### src/rtl/mult_share_arbiter.sv
// Round-robin sharing of one 16x16 signed multiplier among N_REQ requesters, with a tag pipeline that routes each product back to its owner.
// Optional per-requester grant counters are enabled by defining MULT_SHARE_STATS_EN.
module mult_share_arbiter #(
  parameter int N_REQ   = 4,
  parameter int MUL_LAT = 5,
  parameter int ID_W    = 2
) (
  input  logic                  clk,
  input  logic                  reset,
  input  logic [N_REQ-1:0]      req,
  input  logic [16*N_REQ-1:0]   req_a,
  input  logic [16*N_REQ-1:0]   req_b,
  output logic [N_REQ-1:0]      gnt,
  output logic [15:0]           mul_a,
  output logic [15:0]           mul_b,
  output logic                  mul_reset,
  input  logic [31:0]           mul_y,
`ifdef MULT_SHARE_STATS_EN
  input  logic                  stat_clr,
  output logic [16*N_REQ-1:0]   stat_cnt,
`endif
  output logic [N_REQ-1:0]      rsp_valid,
  output logic [31:0]           rsp_y,
  output logic                  busy
);

  localparam int DATA_W = 16;

  logic [ID_W-1:0] last_id;
  logic            gnt_vld;
  logic [ID_W-1:0] gnt_id;
  logic [ID_W:0]   scan;
  logic [ID_W-1:0] scan_id;

  logic            tag_vld_p [MUL_LAT];
  logic [ID_W-1:0] tag_id_p  [MUL_LAT];
  logic            any_tag;

  assign mul_reset = reset;

  // Arbitration: scan from the requester after the last winner, wrapping once around.
  always_comb begin
    gnt     = '0;
    gnt_vld = 1'b0;
    gnt_id  = '0;
    scan    = '0;
    scan_id = '0;
    for (int k = 1; k <= N_REQ; k++) begin
      scan = {1'b0, last_id} + (ID_W+1)'(k);
      if (scan >= (ID_W+1)'(N_REQ))
        scan = scan - (ID_W+1)'(N_REQ);
      scan_id = scan[ID_W-1:0];
      if (!gnt_vld && !reset && req[scan_id]) begin
        gnt_vld = 1'b1;
        gnt_id  = scan_id;
      end
    end
    if (gnt_vld)
      gnt[gnt_id] = 1'b1;
  end

  // Issue stage (p0) and tag valid shift through the multiplier latency.
  always_ff @(posedge clk) begin
    if (reset) begin
      last_id <= ID_W'(N_REQ-1);
      mul_a   <= '0;
      mul_b   <= '0;
      for (int i = 0; i < MUL_LAT; i++)
        tag_vld_p[i] <= 1'b0;
    end else begin
      if (gnt_vld) begin
        last_id <= gnt_id;
        mul_a   <= req_a[DATA_W*gnt_id +: DATA_W];
        mul_b   <= req_b[DATA_W*gnt_id +: DATA_W];
      end else begin
        mul_a   <= '0;
        mul_b   <= '0;
      end
      tag_vld_p[0] <= gnt_vld;
      for (int i = 1; i < MUL_LAT; i++)
        tag_vld_p[i] <= tag_vld_p[i-1];
    end
  end

  // Tag ids ride alongside the valids; their validity is carried by tag_vld_p.
  always_ff @(posedge clk) begin
    tag_id_p[0] <= gnt_id;
    for (int i = 1; i < MUL_LAT; i++)
      tag_id_p[i] <= tag_id_p[i-1];
  end

  // Return stage: capture the product as the owning tag leaves the pipeline.
  always_ff @(posedge clk) begin
    if (reset) begin
      rsp_valid <= '0;
      rsp_y     <= '0;
    end else if (tag_vld_p[MUL_LAT-1]) begin
      rsp_valid <= N_REQ'(1) << tag_id_p[MUL_LAT-1];
      rsp_y     <= mul_y;
    end else begin
      rsp_valid <= '0;
    end
  end

  always_comb begin
    any_tag = 1'b0;
    for (int i = 0; i < MUL_LAT; i++)
      any_tag = any_tag | tag_vld_p[i];
  end

  assign busy = any_tag | (|rsp_valid);

`ifdef MULT_SHARE_STATS_EN
  logic [15:0] stat_q [N_REQ];

  // Clear takes precedence over a coincident grant.
  always_ff @(posedge clk) begin
    if (reset || stat_clr) begin
      for (int i = 0; i < N_REQ; i++)
        stat_q[i] <= '0;
    end else if (gnt_vld && stat_q[gnt_id] != 16'hFFFF) begin
      stat_q[gnt_id] <= stat_q[gnt_id] + 16'd1;
    end
  end

  for (genvar g = 0; g < N_REQ; g++) begin : g_stat
    assign stat_cnt[16*g +: 16] = stat_q[g];
  end
`endif

endmodule
### config.mk
export PLATFORM = sky130hd
export DESIGN_NAME = mult_share_arbiter
export DESIGN_NICKNAME = d
export VERILOG_FILES = /design/src/rtl/mult_share_arbiter.sv
export SDC_FILE = /design/constraint.sdc
export NUM_CORES = 1
export LEC_CHECK = 0
export CAP_MARGIN = 20
export CORE_ASPECT_RATIO = 0.5
export CORE_MARGIN = 2
export CORE_UTILIZATION = 47
export CTS_CLUSTER_SIZE = 40
export DETAILED_ROUTE_END_ITERATION = 8
export PLACE_DENSITY = 0.95
export SLEW_MARGIN = 15
export SYNTH_ARGS = -nofsm -noshare
export SYNTH_HDL_FRONTEND = slang
export SYNTH_SLANG_ARGS = --single-unit
### constraint.sdc
create_clock -name clk -period 3.75 [get_ports clk]
set_input_delay 0.375 -clock clk [delete_from_list [all_inputs] [get_ports clk]]
set_output_delay 0.375 -clock clk [all_outputs]
set_load 0.03 [all_outputs]
==> impl_metrics.yaml <==
run_status:
  outcome: "complete, no violations"
logic_synthesis:
  synth_most_common_cell: "mux2i_1"
  synth_top_cell_area_share: 0.297
  synth_edf_count: 0
  syn-cell-area_sq_mm: 0.00573
  yosys_warnings: 0
  synth_common_cells: "mux2i_1, dfxtp_1, nand2_1"
  ys_async_sr_fraction: 0
  synthCells: 652
  ys.flop_type: "dfxtp_1"
  seq_area_frac_synth: 0.297
  synth_fp_nets: 818
  synth_cell_types: 48
  yosys.area.top_type: "dfxtp_1"
  ys_ff_latch: 85
  avgSynthCellArea_sq_um: 8.79
  ys_top_cells_by_area: "dfxtp_1, mux2i_1, a22o_1, o211ai_1, a211o_1"
worst_setup_path:
  worst_setup_path_end_kind: "output port"
  worstSetupPathType: "input port to output port"
  cp.arrival_ns: 2.69
  required_ns: 3.38
  cp_max_fo: 13
  startpoint_type: "input port"
sta:
  finalHoldViolCount: 0
  drv_slew: 0
  worst_slew_margin_rel: 0.233
  rsz0062_at_grt: "false"
  min_period_ns: 3.07
  hold_slack_ns: 0.323
  fin_skew_ns: 0.00932
  clock.fmax_ghz: 0.326
  setup-tns-final_ns: 0
  finalCritPeriodShare: 0.818
  worst_pin_slew_ns: 1.15
  setup_viol: 0
pwr:
  seq_power_share: 0.314
  power_frac_comb: 0.416
  power_density_mw_per_mm2: 400
  p_sw_frac: 0.365
  p_clk_frac: 0.270
  switching_power_mw: 1.23
  internal_power_mw: 2.14
  ir_drop_mv: 0.353
  p_leak_nw: 3.33
cts:
  cts_tree: "done"
  postCtsHoldBufs: 0
  cts_made_buffers: 9
  htreeDepth: 3
  clk_latency_ns: 0.34
  path_clk_slew_ns: 0.07
  numClockSinks: 85
  cts_root_buf: "clkbuf_16"
  cts_resized: 0
  postCtsSetupRepairBufs: 0
  clock_path_buffers: 2
floorplanning:
  die-area_sq_mm: 0.0131
  die_height_um: 82.1
  die_x_um: 160
  core_sq_mm: 0.0118
  num_rows: 28
  ios: 240
  start_util: 0.484
routing:
  drtPass1Iterations: 5
  drtIter0Drc: 643
  num_vias: 6174
  avgViaCountPerCell: 6.11
  drc: 0
  detail-route-antenna-nets: 0
  wire_per_inst_um: 18.8
  finalWirelength_um: 19000
job:
  cap_violations: 0
place:
  dp.final_hpwl_um: 12900
  globalplace.congestion: 0.833
  numPortBuffers: 239
final_layout:
  synthToLayoutAreaGrowth_pct: 46.7
  nFillCells: 868
  nets: 1007
  drive_gt1_frac: 0.0532
  diodes: 0
min_path:
  hold_class: "register to register"
global_route:
  grt_pass1_vias: 5933
  grt_antenna_before_repair: 0
  grtUsageTotal: 0.275
  grt_overflow: 0
  grt_max_degree: 117
  grt_pass1_wl_um: 29600
-- flip-flops by register name (all words and copies together) (netlist names) --
register	cells
last_id	2
rsp_valid	4
mul_a	16
rsp_y	32
tag_vld_p	5
tag_id_p	10
mul_b	16
-- worst max-delay path, cell delays in order --
cell and delay [ns]:
clkdlybuf4s50_1 0.53, and2b_1 0.28, o311ai_1 0.42, nor3_1 0.11
or3_1 0.58, and2_1 0.24, buf_4 0.16
-- per-stage QoR --
step | area (sq um) | utilization | instances | setup slack (ns) | power, mW
detailed placement | 8090 | 0.683 | 994 | 0.350 | 2.46
floorplan | 5730 | - | 652 | 1.23 | 1.94
CTS | 8390 | 0.709 | 1010 | 0.440 | 3.37
finish | 8410 | 0.710 | 1011 | 0.684 | 3.37
global route | 8410 | 0.710 | 1011 | 0.482 | 3.52
global placement | 8090 | 0.683 | 994 | 0.375 | 2.43
-- cells by family (layout without fill, tap and decap cells) --
family | after synthesis | count (layout) | synth area share
AND/OR/NAND/NOR | 141 | 141 | 0.113
buffers and inverters | 82 | 276 | 0.0709
AO/OA/AOI/OAI | 246 | 246 | 0.348
multiplexers | 98 | 98 | 0.171
flip-flops | 85 | 85 | 0.297
-- layer usage --
metal | global-route usage | vias up | wire, um
met3 | 0.0475 | 65 | 1050
li1 | - | 2902 | -
met5 | 0 | - | 0
met4 | 0.128 | 0 | 785
met2 | 0.503 | 284 | 9420
met1 | 0.324 | 2923 | 7730
-- cells in the final DEF, fill, tap and decap left out, drive strengths merged, types with 2 or more instances in the layout --
master,Yosys,layout
clkdlybuf4s50,0,235
nand2,66,66
o21ai,6,6
a21oi,4,4
nand3b,2,2
nand3,5,5
o2bb2ai,32,32
a211o,33,33
nor2,39,39
nor3,5,5
a211oi,34,34
buf,41,19
a22o,64,64
nor4bb,3,3
inv,6,9
dfxtp,85,85
mux2i,98,98
and2,2,2
nor2b,7,7
o211ai,64,64
clkbuf,35,9
clkinv,0,4
nand2b,2,2
-- cell type report --
class,count,area [sq um],share of cell area
Tap cell,165,206,0.0245
Timing Repair Buffer,254,2510,0.299
Sequential cell,85,1700,0.202
Clock inverter,7,76.3,0.00908
Inverter,6,23.8,0.00283
Multi-Input combinational cell,485,3660,0.435
Clock buffer,9,225,0.0268
-- path summary, 6_finish.rpt --
kind | startpoint | endpoint | slack [ns] | cells past startpoint
max | req[1] | gnt[1] | 0.68 | 7
min | tag_id_p[0][7] | tag_id_p[0][9] | 0.32 | 0
max reg2reg | last_id[0] | mul_b[11] | 1.03 | 7
min reg2reg | tag_id_p[0][7] | tag_id_p[0][9] | 0.32 | 0
-- power groups by stage --
stage / Clock, mW / Sequential [mW] / Combinational (mW)
6_report: 0.908 / 1.06 / 1.40
2_1_floorplan: 0 / 1.24 / 0.703
3_5_place_dp: 0 / 1.08 / 1.38
5_1_grt: 0.962 / 1.07 / 1.49
3_3_place_gp: 0 / 1.08 / 1.36
4_1_cts: 0.920 / 1.06 / 1.39
Power figures use the tool's default switching activity.
